<file path="src/rtl/da_pkg.sv">
// rtl/da_pkg.sv - shared constants and types for the DA bit-plane serializer
package da_pkg;
    localparam int DA_NX    = 4;
    localparam int DA_XW    = 8;
    localparam int DA_IDX_W = $clog2(DA_XW);

    typedef logic [DA_NX-1:0]       da_slice_t;
    typedef logic [DA_NX*DA_XW-1:0] da_vec_t;
endpackage

</file>
<file path="src/rtl/da_bitplane_serializer_if.sv">
// rtl/da_bitplane_serializer_if.sv - vector-in / bit-plane-out handshake bundle
interface da_bitplane_serializer_if import da_pkg::*; #(
    parameter int NX = DA_NX,
    parameter int XW = DA_XW
) ();
    localparam int IDX_W = $clog2(XW);

    logic                 in_valid;
    logic                 in_ready;
    logic [NX*XW-1:0]     in_data;
    logic                 out_valid;
    logic                 out_ready;
    logic [NX-1:0]        out_slice;
    logic [IDX_W-1:0]     out_idx;
    logic                 out_first;
    logic                 out_last;
    logic                 out_sign;

    modport slave (
        input  in_valid, in_data, out_ready,
        output in_ready, out_valid, out_slice, out_idx, out_first, out_last, out_sign
    );

    modport master (
        output in_valid, in_data, out_ready,
        input  in_ready, out_valid, out_slice, out_idx, out_first, out_last, out_sign
    );
endinterface

</file>
<file path="src/rtl/da_pingpong_buf.sv">
// rtl/da_pingpong_buf.sv - two-entry active/hold vector buffer with pop on last slice
module da_pingpong_buf #(
    parameter int W = 32
) (
    input  logic         clk,
    input  logic         rst,
    input  logic         i_valid,
    output logic         o_ready,
    input  logic [W-1:0] i_data,
    input  logic         i_pop,
    output logic [W-1:0] o_act_data,
    output logic         o_act_full,
    output logic         o_hold_full
);
    logic [W-1:0] r_act_data;
    logic [W-1:0] r_hold_data;
    logic         r_act_full;
    logic         r_hold_full;
    logic         w_accept;

    assign o_ready     = !r_hold_full && !rst;
    assign w_accept    = i_valid && o_ready;
    assign o_act_data  = r_act_data;
    assign o_act_full  = r_act_full;
    assign o_hold_full = r_hold_full;

    // A pop with hold full cannot coincide with an accept, since o_ready is low then.
    always_ff @(posedge clk) begin
        if (rst) begin
            r_act_full  <= 1'b0;
            r_hold_full <= 1'b0;
            r_act_data  <= '0;
            r_hold_data <= '0;
        end else if (i_pop) begin
            if (r_hold_full) begin
                r_act_data  <= r_hold_data;
                r_hold_full <= 1'b0;
            end else if (w_accept) begin
                r_act_data <= i_data;
            end else begin
                r_act_full <= 1'b0;
            end
        end else if (w_accept) begin
            if (!r_act_full) begin
                r_act_data <= i_data;
                r_act_full <= 1'b1;
            end else begin
                r_hold_data <= i_data;
                r_hold_full <= 1'b1;
            end
        end
    end
endmodule

</file>
<file path="src/rtl/da_bitplane_serializer.sv">
// rtl/da_bitplane_serializer.sv - DA bit-plane serializer top; DA_MSB_FIRST_EN selects MSB-first plane order
module da_bitplane_serializer import da_pkg::*; #(
    parameter int NX = DA_NX,
    parameter int XW = DA_XW
) (
    input  logic                    clk,
    input  logic                    rst,
    da_bitplane_serializer_if.slave bus,
    output logic                    busy
);
    localparam int                 IDX_W   = $clog2(XW);
    localparam logic [IDX_W-1:0]   IDX_MAX = IDX_W'(XW-1);
`ifdef DA_MSB_FIRST_EN
    localparam logic [IDX_W-1:0]   IDX_START = IDX_MAX;
    localparam logic [IDX_W-1:0]   IDX_END   = '0;
`else
    localparam logic [IDX_W-1:0]   IDX_START = '0;
    localparam logic [IDX_W-1:0]   IDX_END   = IDX_MAX;
`endif

    logic [IDX_W-1:0] r_idx;
    logic [NX*XW-1:0] w_act_data;
    logic             w_act_full;
    logic             w_hold_full;
    logic             w_adv;
    logic             w_pop;
    logic [NX-1:0]    w_slice;
    logic [XW-1:0]    w_samp [NX];

    assign w_adv = w_act_full && bus.out_ready;
    assign w_pop = w_adv && (r_idx == IDX_END);

    da_pingpong_buf #(.W(NX*XW)) u_buf (
        .clk         (clk),
        .rst         (rst),
        .i_valid     (bus.in_valid),
        .o_ready     (bus.in_ready),
        .i_data      (bus.in_data),
        .i_pop       (w_pop),
        .o_act_data  (w_act_data),
        .o_act_full  (w_act_full),
        .o_hold_full (w_hold_full)
    );

    // The counter wraps to the start plane on the final slice, so a newly loaded vector always begins there.
    always_ff @(posedge clk) begin
        if (rst) begin
            r_idx <= IDX_START;
        end else if (w_adv) begin
            if (r_idx == IDX_END) begin
                r_idx <= IDX_START;
            end else begin
`ifdef DA_MSB_FIRST_EN
                r_idx <= r_idx - IDX_W'(1);
`else
                r_idx <= r_idx + IDX_W'(1);
`endif
            end
        end
    end

    for (genvar g = 0; g < NX; g++) begin : g_samp
        assign w_samp[g] = w_act_data[g*XW +: XW];
    end

    always_comb begin
        w_slice = '0;
        for (int k = 0; k < NX; k++) begin
            w_slice[k] = w_samp[k][r_idx];
        end
    end

    // Outputs are qualified by act_full so an idle or freshly reset block presents all zeros.
    assign bus.out_valid = w_act_full;
    assign bus.out_slice = w_act_full ? w_slice : '0;
    assign bus.out_idx   = w_act_full ? r_idx : '0;
    assign bus.out_first = w_act_full && (r_idx == IDX_START);
    assign bus.out_last  = w_act_full && (r_idx == IDX_END);
    assign bus.out_sign  = w_act_full && (r_idx == IDX_MAX);
    assign busy          = w_act_full || w_hold_full;
endmodule

</file>
<file path="src/flat_wrapper.sv">
// flat-port wrapper written by rule: the top's interface ports become plain ports
module da_bitplane_serializer_flat import da_pkg::*;
#(
    parameter int NX = DA_NX,
    parameter int XW = DA_XW
)
  (clk, rst, busy, bus_in_valid, bus_in_data, bus_out_ready, bus_in_ready, bus_out_valid, bus_out_slice, bus_out_idx, bus_out_first, bus_out_last, bus_out_sign);
  da_bitplane_serializer_if #(.NX(NX), .XW(XW)) bus_i ();
  input  logic clk;
  input  logic rst;
  output logic busy;
  input wire logic [$bits(bus_i.in_valid)-1:0] bus_in_valid;
  input wire logic [$bits(bus_i.in_data)-1:0] bus_in_data;
  input wire logic [$bits(bus_i.out_ready)-1:0] bus_out_ready;
  output wire logic [$bits(bus_i.in_ready)-1:0] bus_in_ready;
  output wire logic [$bits(bus_i.out_valid)-1:0] bus_out_valid;
  output wire logic [$bits(bus_i.out_slice)-1:0] bus_out_slice;
  output wire logic [$bits(bus_i.out_idx)-1:0] bus_out_idx;
  output wire logic [$bits(bus_i.out_first)-1:0] bus_out_first;
  output wire logic [$bits(bus_i.out_last)-1:0] bus_out_last;
  output wire logic [$bits(bus_i.out_sign)-1:0] bus_out_sign;
  assign bus_i.in_valid = bus_in_valid;
  assign bus_i.in_data = bus_in_data;
  assign bus_i.out_ready = bus_out_ready;
  assign bus_in_ready = bus_i.in_ready;
  assign bus_out_valid = bus_i.out_valid;
  assign bus_out_slice = bus_i.out_slice;
  assign bus_out_idx = bus_i.out_idx;
  assign bus_out_first = bus_i.out_first;
  assign bus_out_last = bus_i.out_last;
  assign bus_out_sign = bus_i.out_sign;
  da_bitplane_serializer #(.NX(NX), .XW(XW)) u_core (.clk(clk), .rst(rst), .bus(bus_i), .busy(busy));
endmodule
</file>
<file path="config.mk">
export PLATFORM = sky130hd
export DESIGN_NAME = da_bitplane_serializer_flat
export DESIGN_NICKNAME = d
export VERILOG_FILES = /design/src/rtl/da_pkg.sv /design/src/rtl/da_bitplane_serializer_if.sv /design/src/rtl/da_pingpong_buf.sv /design/src/rtl/da_bitplane_serializer.sv /design/src/flat_wrapper.sv
export SDC_FILE = /design/constraint.sdc
export NUM_CORES = 1
export LEC_CHECK = 0
export CAP_MARGIN = 20
export CORE_UTILIZATION = 50
export CTS_BUF_LIST = sky130_fd_sc_hd__clkbuf_16
export CTS_CLUSTER_SIZE = 40
export DETAILED_ROUTE_END_ITERATION = 10
export GPL_TIMING_DRIVEN = 0
export PLACE_DENSITY_LB_ADDON = 0.25
export SLEW_MARGIN = 0
export SYNTH_ARGS = -nofsm -noshare
export SYNTH_HDL_FRONTEND = slang
export SYNTH_SLANG_ARGS = --single-unit
</file>
<file path="constraint.sdc">
create_clock -name clk -period 4.5 [get_ports clk]
set_input_delay 0.9 -clock clk [delete_from_list [all_inputs] [get_ports clk]]
set_output_delay 0.9 -clock clk [all_outputs]
set_load 0.005 [all_outputs]
</file>
# Word-level counts from Yosys, hierarchy flattened
# Cells that the tools add are included.
[word_totals]
out_inout_bits = 13
register_bits = 69
elab_cells = 49
[classes]
muxes = 20
n_reduce_logical = 17
eq_ne = 4
add_sub_neg = 1
bitwise_logic = 1
n_lt_le_gt_ge = 1
[ops]
columns = ["operator", "count"]
rows = [
  ["32-bit two-way mux", 5],
  ["1-bit binary-select mux with 3-bit select", 4],
  ["3-bit AND reduction", 3],
  ["1-bit two-way mux", 8],
  ["1-bit logical AND", 6],
  ["3-bit two-way mux", 2],
  ["2-bit != test (second input constant)", 3],
  ["3-bit by 4-bit < comparator with 1-bit output (second input constant)", 1],
  ["4-bit two-way mux", 1],
  ["2-bit nonzero test", 2],
  ["3-bit by 1-bit adder with 3-bit output (second input constant)", 1],
  ["3-bit == test (second input constant)", 1],
  ["3-bit zero test", 1],
  ["1-bit zero test", 2],
  ["2-bit AND reduction", 1],
  ["2-bit OR reduction", 1],
  ["1-bit logical OR", 1],
  ["1-bit inverter", 1],
]

# Depth between registers and ports, before layout
# Gate-level depths: netlist (run 1).
[logic_depth]
ltp_word = 6
ltp_mapped = 7

# Cells and area by module
# From an unflattened synthesis (run 1), not the netlist that was laid out.
[hier_totals]
hier_cells = 431
hier_area_um2 = 3811.2
[by_module_without_submodules]
columns = ["module", "n_inst", "cells_per_inst", "seq_area_each_um2", "area_each_um2"]
rows = [
  ["da_pingpong_buf", 1, 381, 1321.3, 3329.4],
  ["da_bitplane_serializer", 1, 50, 60.1, 481.7],
]

# Least setup slack after synthesis (run 1)
# OpenSTA, ideal clock, no wires.
[synth_timing]
kind = "reg2out"
startpoint = "register u_core.r_idx[0]"
endpoint = "output port bus_out_slice[1]"
path_slack_ps = 2195
stages_incl_launch_ff = 4
t_arrival_ps = 1405
cell_sequence = "dfxtp_1 -> buf_2 -> mux4_2 -> a22o_1"
[synth_between]
elab_chain_len = 3
[synth_rtl]
columns = ["element", "line", "source"]
rows = [
  ["start: declaration", "da_bitplane_serializer.sv:21", "logic [IDX_W-1:0] r_idx;"],
  ["start signal: assignment", "da_bitplane_serializer.sv:56", "r_idx <= r_idx + IDX_W'(1);"],
  ["1-bit binary-select mux with 3-bit select", "da_bitplane_serializer.sv:69", "w_slice[k] = w_samp[k][r_idx];"],
  ["1-bit two-way mux (implied by the code)", "da_bitplane_serializer.sv:69", ""],
  ["4-bit two-way mux", "da_bitplane_serializer.sv:75", "assign bus.out_slice = w_act_full ? w_slice : '0;"],
  ["end: declaration", "flat_wrapper.sv:17", "output wire logic [$bits(bus_i.out_slice)-1:0] bus_out_slice;"],
]
# Every way passes these cells. The select of a mux whose other input is x is not followed.

# Final worst setup path (run 1)
[layout_timing]
startpoint = "register u_core.r_idx[0]"
endpoint = "output port bus_out_slice[3]"
# The elaborated chain is that of the path after synthesis.

==> flow_metrics.env, run 1 <==
export IMPL_slowest_stage="mux4_2"
export IMPL_syn_to_final_growth_pct=25.0
export IMPL_worstPathArrival_ns=2.33
export IMPL_diodes=0
export IMPL_finalNetCount=486
export IMPL_vias_per_cell=6.07
export IMPL_syn_avg_cell_area_sq_um=9.85
export IMPL_worst_pin_slew_ns=0.674
export IMPL_initial_core_util=0.523
export IMPL_min_path_type="reg2reg"
export IMPL_hold_depth=2
export IMPL_worstHoldStart="u_core.u_buf.r_hold_data[3]$_SDFFE_PP0P_"
export IMPL_layout_commonest_cell="dfxtp_1"
export IMPL_syn_area_sq_mm=0.00383
export IMPL_netlist_instances=389
export IMPL_relSlewSlack=0.551
export IMPL_cts_num_sinks=69
export IMPL_die_h_um=89.5
export IMPL_rr_worst_depth=6
export IMPL_wirelength_mm=9.97
export IMPL_final_layout_size_suffix_gt1_frac=0.197
export IMPL_fp_dieW_um=89.5
export IMPL_start_kind="flop"
export IMPL_gp_congestion=0.866
export IMPL_seq_area_frac_synth=0.361
export IMPL_critPathKind="reg2out"
export IMPL_yosysWarnings=0
export IMPL_power_density_mw_per_mm2=380
export IMPL_cp_cell_sequence="buf_2, mux4_2, a22o_1, clkdlybuf4s50_1"
export IMPL_ir_drop_mv=0.192
export IMPL_track_usage=0.270
export IMPL_cp_slowest_stage_delay_ns=0.56
export IMPL_tns_ns=0
export IMPL_min_period_ns=3.23
export IMPL_drc=0
export IMPL_ys_types=33
export IMPL_post_cts_buffers=0
export IMPL_num_io_pins=49
export IMPL_p_total_mw=1.82
export IMPL_setup_viol_count_final=0
export IMPL_clk_pin_slew_ns=0.05
export IMPL_fillers=593
export IMPL_ys_ff_latch=69
export IMPL_cts_buffers=9
export IMPL_cts_resized=0
export IMPL_drv_cap=0
export IMPL_grt_max_degree=13
export IMPL_grt_pass1_wl_mm=16.0
export IMPL_die_area_sq_mm=0.00802
export IMPL_avgRoutedWirePerCell_um=18.1
export IMPL_r2r_end="u_core.u_buf.o_act_data[9]$_SDFFE_PP0P_"
export IMPL_drt_iter0_markers=149
export IMPL_r2r_start="u_core.r_idx[0]$_SDFFE_PP0N_"
export IMPL_clock_root_buffer="clkbuf_16"
export IMPL_cts_tree="yes"
export IMPL_rsz0062_at_grt="false"
export IMPL_hpwl_mm=6.79
export IMPL_htreeDepth=3
export IMPL_portBuffers=47
export IMPL_p_leak_nw=1.83
export IMPL_insertion_delay_ns=0.33
export IMPL_worst_setup_path_end_kind="output port"
export IMPL_hold_viol=0
export IMPL_outcome="completed"
export IMPL_grt_ovfl_total=0
export IMPL_rrSetupSlack_ns=2.37
export IMPL_placementRows=31
export IMPL_report_final_slew_viol_count=0
export IMPL_max_freq_mhz=309
export IMPL_fp_coreArea_sq_mm=0.00733
export IMPL_ant_nets=0
export IMPL_final_cell_mix="dfxtp_1, nor3_1, clkdlybuf4s50_1"
export IMPL_antenna_found_initial=0
export IMPL_critPathRequiredTime_ns=3.60
export IMPL_grt_pass1_vias=3194
export IMPL_dr_pass1_iters=4
export IMPL_ctsHoldBuffers=0
export IMPL_syn_nets=428
export IMPL_fin_crit_sh=0.718
export IMPL_hold_path_end="u_core.u_buf.r_hold_data[3]$_SDFFE_PP0P_"
export IMPL_finClkSkew_ns=0.00523
export IMPL_cts_buffer_depth=2
export IMPL_path_max_fanout=10
export IMPL_vias=3344
## worst max-delay path by stage
stage,from,endpoint,slack (ns),depth (start not counted)
floorplan,u_core.r_idx[0]$_SDFFE_PP0N_,bus_out_slice[1],2.19,3
global placement,rst,bus_in_ready,1.58,4
detailed placement,rst,bus_in_ready,1.54,4
CTS,u_core.r_idx[0]$_SDFFE_PP0N_,bus_out_slice[3],1.25,4
global route,u_core.r_idx[0]$_SDFFE_PP0N_,bus_out_slice[2],1.15,4
finish,u_core.r_idx[0]$_SDFFE_PP0N_,bus_out_slice[3],1.27,4
## cells in the mapped netlist, drive strengths merged
| library cell | instances | area, sq um |
|---|---|---|
| and2 | 6 | 38.8 |
| o22a | 1 | 17.5 |
| nand4 | 1 | 12.5 |
| dlymetal6s2s | 2 | 25.0 |
| o21ai | 33 | 165 |
| nand2 | 4 | 15.0 |
| nand4bb | 1 | 11.3 |
| clkdlybuf4s50 | 3 | 33.8 |
| clkbuf | 25 | 175 |
| nand2b | 1 | 6.26 |
| buf | 17 | 150 |
| a2111oi | 32 | 480 |
| and3 | 1 | 6.26 |
| a22o | 4 | 35.0 |
| ha | 3 | 37.5 |
| nor3 | 65 | 325 |
| nand3 | 34 | 170 |
| dfxtp | 69 | 1380 |
| nor4bb | 1 | 10.0 |
| mux4 | 8 | 180 |
| a21oi | 36 | 180 |
| nor2 | 4 | 17.5 |
| nor2b | 2 | 15.0 |
| inv | 3 | 11.3 |
| mux2i | 33 | 330 |
## power breakdown
| group | total (mW) | switching, mW | internal (mW) | leakage (nW) |
|---|---|---|---|---|
| registers | 0.675 | 0.0278 | 0.647 | 0.563 |
| logic | 0.286 | 0.145 | 0.141 | 1.09 |
| clock network | 0.860 | 0.265 | 0.595 | 0.177 |
## flip-flops by register name, indices dropped and copies added, names as in the netlist
| name | count |
|---|---|
| u_core.u_buf.o_act_data | 32 |
| u_core.u_buf.o_act_full | 1 |
| u_core.u_buf.o_hold_full | 1 |
| u_core.u_buf.r_hold_data | 32 |
| u_core.r_idx | 3 |
## worst max-delay path: cells and delay by family, from the launching register on
kind	cells	cell delay, ns
buf+inv	2	0.79
compound gates	1	0.21
mux	1	0.56
flops	1	0.44
## metal layers
layer / part of all wire / track usage
met1: 0.43 / 0.351
met2: 0.49 / 0.435
met3: 0.050 / 0.0425
met4: 0.029 / 0.137
met5: 0 / 0
## cell type report
cell class	count	area, sq um	share of cell area
Clock buffer	9	225	0.0470
Buffer	47	384	0.0802
Tap cell	99	124	0.0259
Timing Repair Buffer	47	470	0.0982
Clock inverter	7	138	0.0287
Inverter	3	11.3	0.00235
Multi-Input combinational cell	270	2050	0.429
Sequential cell	69	1380	0.288
## metrics by stage
step	hold WS, ns	instance area [sq um]	worst slack [ns]	util	std cells
final	0.472	4790	1.27	0.653	551
after detailed placement	0.466	4430	1.54	0.604	535
after global placement	0.458	4430	1.58	0.604	535
after CTS	0.474	4790	1.25	0.653	551
after global routing	0.490	4790	1.15	0.653	551
after floorplan	0.451	3830	2.19	-	389
## kinds of logic after synthesis
kind of cell	share of synthesized area
flops	0.361
fa+ha+maj	0.00980
buf+inv	0.103
simple gates	0.164
mux	0.133
compound gates	0.229
(Power assumes the default switching activity.)
==> inputs of run 2 (changes only) <==
Clock period 4.5 ns to 2.7 ns, I/O delays scaled along.
==> run 2 against run 1 <==
Total power rose by 67%. First-iteration DRC count decreased by 5.4%. Clock skew is essentially flat. Critical path depth is the same. Non-clock buffer count is 1 lower. Die area stayed put. Hold slack about the same. Worst setup slack worse by 1.2 ns. Register-to-register slack got worse by 1.8 ns. Largest cell class unchanged.
==> flow_metrics.env, run 2 (synthesized netlist as in run 1, its figures left out) <==
export IMPL_critPathRequiredTime_ns=2.16
export IMPL_layout_commonest_cell="dfxtp_1"
export IMPL_diodes=0
export IMPL_clk_pin_slew_ns=0.05
export IMPL_min_path_type="reg2reg"
export IMPL_hpwl_mm=6.79
export IMPL_seqCellArea_sq_mm=0.00139
export IMPL_pwr_share_comb=0.158
export IMPL_die_area_sq_mm=0.00802
export IMPL_portBuffers=47
export IMPL_cts_tree="yes"
export IMPL_tns_ns=0
export IMPL_worst_setup_path_end_kind="output port"
export IMPL_dr_pass1_iters=5
export IMPL_grt_ovfl_total=0
export IMPL_hold_path_end="u_core.u_buf.r_hold_data[3]$_SDFFE_PP0P_"
export IMPL_clock_root_buffer="clkbuf_16"
export IMPL_grt_pass1_vias=3187
export IMPL_die_h_um=89.5
export IMPL_max_freq_mhz=382
export IMPL_worstPathArrival_ns=2.08
export IMPL_initial_core_util=0.523
export IMPL_ant_nets=0
export IMPL_antenna_found_initial=0
export IMPL_vias=3392
export IMPL_path_max_fanout=10
export IMPL_worst_pin_slew_ns=0.573
export IMPL_fillers=585
export IMPL_critPathKind="reg2out"
export IMPL_cts_buffers=9
export IMPL_cts_num_sinks=69
export IMPL_grt_max_degree=13
export IMPL_drc=0
export IMPL_worstHoldStart="u_core.u_buf.r_hold_data[3]$_SDFFE_PP0P_"
export IMPL_finalNetCount=485
export IMPL_syn_to_final_growth_pct=25.4
export IMPL_rr_worst_depth=7
export IMPL_min_period_ns=2.62
export IMPL_num_io_pins=49
export IMPL_r2r_start="u_core.r_idx[0]$_SDFFE_PP0N_"
export IMPL_fin_crit_sh=0.970
export IMPL_placed_area_sq_mm=0.00443
export IMPL_hold_viol=0
export IMPL_gp_congestion=0.866
export IMPL_final_layout_size_suffix_gt1_frac=0.206
export IMPL_drv_cap=0
export IMPL_p_seq_frac=0.371
export IMPL_vias_per_cell=6.17
export IMPL_wirelength_mm=10.1
export IMPL_r2r_end="u_core.u_buf.o_act_data[9]$_SDFFE_PP0P_"
export IMPL_rrSetupSlack_ns=0.62
export IMPL_placementRows=31
export IMPL_multi_input_area_sq_mm=0.00206
export IMPL_switchingPower_uw=728
export IMPL_track_usage=0.270
export IMPL_avgRoutedWirePerCell_um=18.3
export IMPL_clkPwrFrac=0.471
export IMPL_power_density_mw_per_mm2=632
export IMPL_final_cell_area_sq_mm=0.00480
export IMPL_fp_coreArea_sq_mm=0.00733
export IMPL_start_kind="flop"
export IMPL_p_leak_nw=1.84
export IMPL_final_cell_mix="dfxtp_1, nor3_1, clkdlybuf4s50_1"
export IMPL_rsz0062_at_grt="false"
export IMPL_swShare=0.240
export IMPL_ir_drop_mv=0.315
export IMPL_outcome="completed"
export IMPL_p_int_mw=2.31
export IMPL_relSlewSlack=0.618
export IMPL_report_final_slew_viol_count=0
export IMPL_fp_dieW_um=89.5
export IMPL_finClkSkew_ns=0.00512
export IMPL_hold_depth=2
export IMPL_holdWs_ns=0.471
export IMPL_htreeDepth=3
export IMPL_setup_viol_count_final=0
export IMPL_cts_buffer_depth=2
export IMPL_insertion_delay_ns=0.33
export IMPL_grt_pass1_wl_mm=16.0
export IMPL_drt_iter0_markers=141
[run 2: cell types whose count changed in the layout (fill, tap and decap cells not counted)]
| cell | previous run | this run |
|---|---|---|
| nor2b_2 | 1 | 2 |
| buf_2 | 6 | 5 |
| clkbuf_1 | 16 | 13 |
| nor2b_1 | 1 | 0 |
| dfxtp_1 | 69 | 68 |
| buf_8 | 0 | 1 |
| clkbuf_2 | 1 | 3 |
| dfxtp_4 | 0 | 1 |
[run 2: power by group through the flow]
| stage | clock network (mW) | registers (mW) | logic (mW) |
|---|---|---|---|
| after floorplan | 0 | 1.13 | 0.332 |
| after CTS | 1.44 | 1.12 | 0.480 |
| after detailed placement | 0 | 1.15 | 0.473 |
| after global placement | 0 | 1.14 | 0.460 |
| final | 1.43 | 1.13 | 0.481 |
| after global routing | 1.48 | 1.13 | 0.520 |
[run 2: timing repair]
item,in CTS,in global routing
hold buffers,0,0
buffers inserted,0,0
resized for setup,6,2
setup endpoints to repair,5,2
[run 2: stage by stage]
stage	util	worst slack, ns	std cells	power [mW]
CTS	0.654	0.0445	550	3.05
detailed placement	0.604	0.181	535	1.62
finish	0.655	0.0797	550	3.04
global placement	0.604	0.185	535	1.60
floorplan	-	0.755	389	1.46
global route	0.655	0.00776	550	3.14
[run 2: how the worst max path moves through the flow]
stage | from | endpoint | slack (ns) | depth (start not counted)
after floorplan | u_core.r_idx[0]$_SDFFE_PP0N_ | bus_out_slice[1] | 0.75 | 3
after global placement | u_core.r_idx[0]$_SDFFE_PP0N_ | bus_out_slice[1] | 0.19 | 4
after detailed placement | u_core.r_idx[0]$_SDFFE_PP0N_ | bus_out_slice[2] | 0.18 | 4
after CTS | u_core.r_idx[0]$_SDFFE_PP0N_ | bus_out_slice[3] | 0.04 | 4
after global routing | u_core.u_buf.o_act_full$_SDFFE_PP0P_ | bus_out_slice[2] | 0.008 | 4
final | u_core.u_buf.o_act_full$_SDFFE_PP0P_ | bus_out_first | 0.08 | 4
[run 2: critical path: stages, from the launching register on]
cell	delay [ns]
dfxtp_1	0.47
clkbuf_2	0.25
nor2b_2	0.33
and2_1	0.20
clkdlybuf4s50_1	0.50
[run 2: area by class of cell]
class / count / area share
Multi-Input combinational cell: 270 / 0.428
Clock inverter: 7 / 0.0287
Timing Repair Buffer: 47 / 0.0979
Buffer: 46 / 0.0818
Inverter: 3 / 0.00234
Sequential cell: 69 / 0.288
Tap cell: 99 / 0.0258
Clock buffer: 9 / 0.0469
[run 2: layer usage]
| metal | track usage | routed length, um | up-vias |
|---|---|---|---|
| met5 | 0 | 0 | - |
| met4 | 0.131 | 280 | 0 |
| met3 | 0.0416 | 518 | 27 |
| met2 | 0.439 | 4960 | 125 |
| met1 | 0.352 | 4300 | 1641 |
| li1 | - | - | 1599 |
==> patch 1 (settings of run 2) <==
`DA_NX`: 4 -> 8.
--- a/src/rtl/da_pkg.sv
+++ b/src/rtl/da_pkg.sv
@@ -1,6 +1,6 @@
 // rtl/da_pkg.sv - shared constants and types for the DA bit-plane serializer
 package da_pkg;
-    localparam int DA_NX    = 4;
+    localparam int DA_NX    = 8;
     localparam int DA_XW    = 8;
     localparam int DA_IDX_W = $clog2(DA_XW);
 
Interface: changed (resized bus_in_data and bus_out_slice); port bits go from 49 to 85. No check against the original RTL was run, so the function may have changed too.
==> patch 1 against run 2 <==
  * Power rose by 84%
  * Die area rose by 83%
  * Fmax fell by 1.2%
  * Area after synthesis rose by 85%
  * Final area rose by 85%
  * Wire length rose by 100%
  * Sequential cell count rose by 64
  * Worst setup slack got worse by 0.032 ns
  * Clock power rose by 76%
==> patch 1: results (changes against run 2) <==
post-place setup slack -0.688 ns (was 0.181 ns); fin crit period 2.65 ns (was 2.62 ns); layout cells sized above 1 0.200 (was 0.206); routed vias 6556 (was 3392); CP max FO 8 (was 10); leakage 0.00346 uW (was 0.00184 uW); Clock Latency Late Sink 0.43 ns (was 0.33 ns); first-pass GRT wire length 32300 um (was 16000 um); Met3 Routed Length 1300 um (was 518 um); Worst EP arrival 2.11 ns (was 2.08 ns); worst rel slew slack 0.431 (was 0.618); Netlist cell types 27 (was 33); antenna violations before repair 1 (was 0); commonest cells in the netlist dfxtp_1 (133), nor3_1 (129), a21oi_1 (68) (was dfxtp_1 (69), nor3_1 (65), a21oi_1 (36)); H-tree Lvls 4 (was 3); Tot GR Track Use 0.286 (was 0.270); R2R Setup Slk 0.26 ns (was 0.62 ns); syn nets 807 (was 428); outcome finished, final reports clean (unchanged); WL met2 9760 um (was 4960 um); CTS buffer count 17 (was 9); largest net degree at the start of global routing 29 (was 13); Worst Skew 0.00750 ns (was 0.00512 ns); Initial DRC Count 603 (was 141); fin nets 912 (was 485)
-- patch 1: changes by cell type after synthesis, moves of 28 or more --
cell / change
dfxtp_1: +64
nor3_1: +64
nand3_1: +32
a21oi_1: +32
mux2i_1: +32
o21ai_0: +37
a2111oi_2: +28
-- patch 1: final cells by class --
type	instances	area, um^2
timing repair buffer	89	883
clock inverter	15	211
inverter	3	11.3
fill	1112	4930
multi-input combinational	506	3840
buffer	91	632
clock buffer	17	425
tap	180	225
sequential	133	2670
-- patch 1: metal layers --
metal,global-route usage,vias to the layer above
li1,-,3029
met1,0.351,3210
met2,0.481,266
met3,0.0592,51
met4,0.124,0
met5,0,-
-- patch 1: logic make-up after synthesis --
logic type | share of synthesized area
AND/OR/NAND/NOR | 0.156
flip-flops | 0.376
AO/OA/AOI/OAI | 0.237
adder cells (fa/ha/maj) | 0.00530
buffers and inverters | 0.0825
multiplexers | 0.143
-- patch 1: stage by stage --
| stage | cell area, um^2 | total power [uW] | utilization | std cells |
|---|---|---|---|---|
| 2_1_floorplan | 7080 | 2780 | - | 736 |
| 4_1_cts | 8830 | 5570 | 0.638 | 1030 |
| 3_3_place_gp | 8150 | 3020 | 0.589 | 1000 |
| 3_5_place_dp | 8150 | 3060 | 0.589 | 1000 |
| 5_1_grt | 8890 | 5750 | 0.643 | 1034 |
| 6_report | 8890 | 5580 | 0.643 | 1034 |
-- patch 1: worst max-delay path, stage by stage (launching register included) --
cell,delay (ns)
dfxtp_4,0.38
buf_12,0.14
buf_4,0.14
mux4_2,0.51
a22o_1,0.25
dlygate4sd2_1,0.27
-- patch 1: timing repair --
action	4_1_cts	5_1_grt
buffers inserted	0	5
hold endpoints to repair	0	0
setup endpoints to repair	12	8
pin swaps	1	2
resized for setup	22	13
-- patch 1: path summary, 6_finish.rpt --
| check | start | end | cells past startpoint |
|---|---|---|---|
| max | u_core.r_idx[0]$_SDFFE_PP0N_ | bus_out_slice[2] | 5 |
| min | u_core.u_buf.r_hold_data[11]$_SDFFE_PP0P_ | u_core.u_buf.r_hold_data[11]$_SDFFE_PP0P_ | 2 |
| max reg2reg | u_core.r_idx[0]$_SDFFE_PP0N_ | u_core.u_buf.r_hold_data[56]$_SDFFE_PP0P_ | 7 |
| min reg2reg | u_core.u_buf.r_hold_data[11]$_SDFFE_PP0P_ | u_core.u_buf.r_hold_data[11]$_SDFFE_PP0P_ | 2 |
-- patch 1: report_power, final --
| part | internal [uW] | leakage [uW] | switching, uW | total, uW |
|---|---|---|---|---|
| registers | 2080 | 0.00109 | 84.6 | 2170 |
| logic | 423 | 0.00206 | 468 | 890 |
| clock network | 1630 | 0.000308 | 897 | 2520 |
| total | 4130 | 0.00346 | 1450 | 5580 |
==> patch 2 (settings of run 2) <==
Made on the original files. Make the reset (`rst`) asynchronous in 2 clocked blocks.
--- a/src/rtl/da_pingpong_buf.sv
+++ b/src/rtl/da_pingpong_buf.sv
@@ -25,7 +25,7 @@
     assign o_hold_full = r_hold_full;
 
     // A pop with hold full cannot coincide with an accept, since o_ready is low then.
-    always_ff @(posedge clk) begin
+    always_ff @(posedge clk or posedge rst) begin
         if (rst) begin
             r_act_full  <= 1'b0;
             r_hold_full <= 1'b0;
--- a/src/rtl/da_bitplane_serializer.sv
+++ b/src/rtl/da_bitplane_serializer.sv
@@ -43,7 +43,7 @@
     );
 
     // The counter wraps to the start plane on the final slice, so a newly loaded vector always begins there.
-    always_ff @(posedge clk) begin
+    always_ff @(posedge clk or posedge rst) begin
         if (rst) begin
             r_idx <= IDX_START;
         end else if (w_adv) begin
Function: differs if rst is asserted again (counterexample within 4 cycles, from zero or initial values and one cycle with rst high); with rst held inactive, the same outputs for 10 cycles.
==> patch 2 against run 2 <==
  * Fmax is 0.60% higher
  * Die area is 5.3% lower
  * Area after synthesis is 5.4% lower
  * Sequential cell count stayed put
  * Wire length is 32% lower
  * Cell count is 28% lower
  * Worst setup slack better by 0.016 ns
  * Global-route usage is 6.7 points lower
  * Final area is 5.6% lower
Power is not compared: it rests on default switching activity, and its combinational part moved more than twofold at a synthesized area within 25%.
==> patch 2: results (changes against run 2) <==
commonest cells in the netlist dfrtp_1 (69), mux2_4 (60), mux2_2 (43) (was dfxtp_1 (69), nor3_1 (65), a21oi_1 (36)); hpwl dp 4540 um (was 6790 um); Non-CTS buffers 64 (was 93); WL/cell 17.3 um (was 18.3 um); first-pass GRT wire length 11500 um (was 16000 um); Worst R2R Start u_core.r_idx[0]$_DFFE_PP0N_ (was u_core.r_idx[0]$_SDFFE_PP0N_); Fillers 513 (was 585); final WL 6850 um (was 10100 um); Seq/total area 0.381 (was 0.288); fin nets 334 (was 485); outcome finished, final reports clean (unchanged); Multi-In Gates 147 (was 270); crit path from u_core.r_idx[1]$_DFFE_PP0N_ (was u_core.u_buf.o_act_full$_SDFFE_PP0P_); Post-synth ARST share 1.00 (was 0); Data buffer area share 0.137 (was 0.180); Mean Syn Cell Area 15.4 um^2 (was 9.85 um^2); sequential area share after synthesis 0.476 (was 0.361); Synth Flop Type dfrtp_1 (was dfxtp_1); end of the worst hold path u_core.u_buf.r_hold_data[15]$_DFFE_PP0P_ (was u_core.u_buf.r_hold_data[3]$_SDFFE_PP0P_); f_max 384 MHz (was 382 MHz); syn nets 275 (was 428); worst hold path startpoint u_core.u_buf.r_hold_data[15]$_DFFE_PP0P_ (was u_core.u_buf.r_hold_data[3]$_SDFFE_PP0P_); layout cells sized above 1 0.477 (was 0.206); Worst EP arrival 2.06 ns (was 2.08 ns); post-place setup slack 0.0883 ns (was 0.181 ns); Initial DRC Count 55 (was 141); crit path to bus_out_slice[3] (was bus_out_first); largest net degree at the start of global routing 70 (was 13); clk tree area frac 0.0558 (was 0.0755); Worst-Margin Slew 0.867 ns (was 0.573 ns); worst hold margin 0.504 ns (was 0.471 ns); number of port buffers 48 (was 47); synth top area cells dfrtp_1 (48%), mux2_4 (25%), mux2_2 (13%) (was dfxtp_1 (36%), a2111oi_2 (13%), mux2i_1 (8.6%)); num sequential 69 (unchanged); Worst Skew 0.00455 ns (was 0.00512 ns)
## patch 2: layer usage
layer,up-vias,global-route usage,wire length [um]
met5,-,0,0
met4,0,0.0641,83
met3,10,0.0635,266
met2,40,0.344,3440
met1,1084,0.250,3060
li1,965,-,-
## patch 2: cells by family after synthesis
kind of cell / Yosys count / share of synthesized area
multiplexers: 111 / 0.418
AO/OA/AOI/OAI: 11 / 0.0238
flip-flops: 69 / 0.476
AND/OR/NAND/NOR: 22 / 0.0349
adder cells (fa/ha/maj): 3 / 0.0104
buffers and inverters: 20 / 0.0366
## patch 2: through the flow
stage | TNS [ns] | cell area, um^2
2_1_floorplan | 0 | 3620
3_3_place_gp | -58.48 | 4230
3_5_place_dp | 0 | 4230
4_1_cts | 0 | 4520
5_1_grt | 0 | 4530
6_report | 0 | 4530
## patch 2: power groups by stage
stage	Combinational (uW)	Clock, uW	Sequential [uW]
finish	2190	1000	1910
global route	2360	1070	1980
CTS	2200	1030	1900
detailed placement	2120	0	1910
global placement	2070	0	1870
floorplan	1560	0	1790
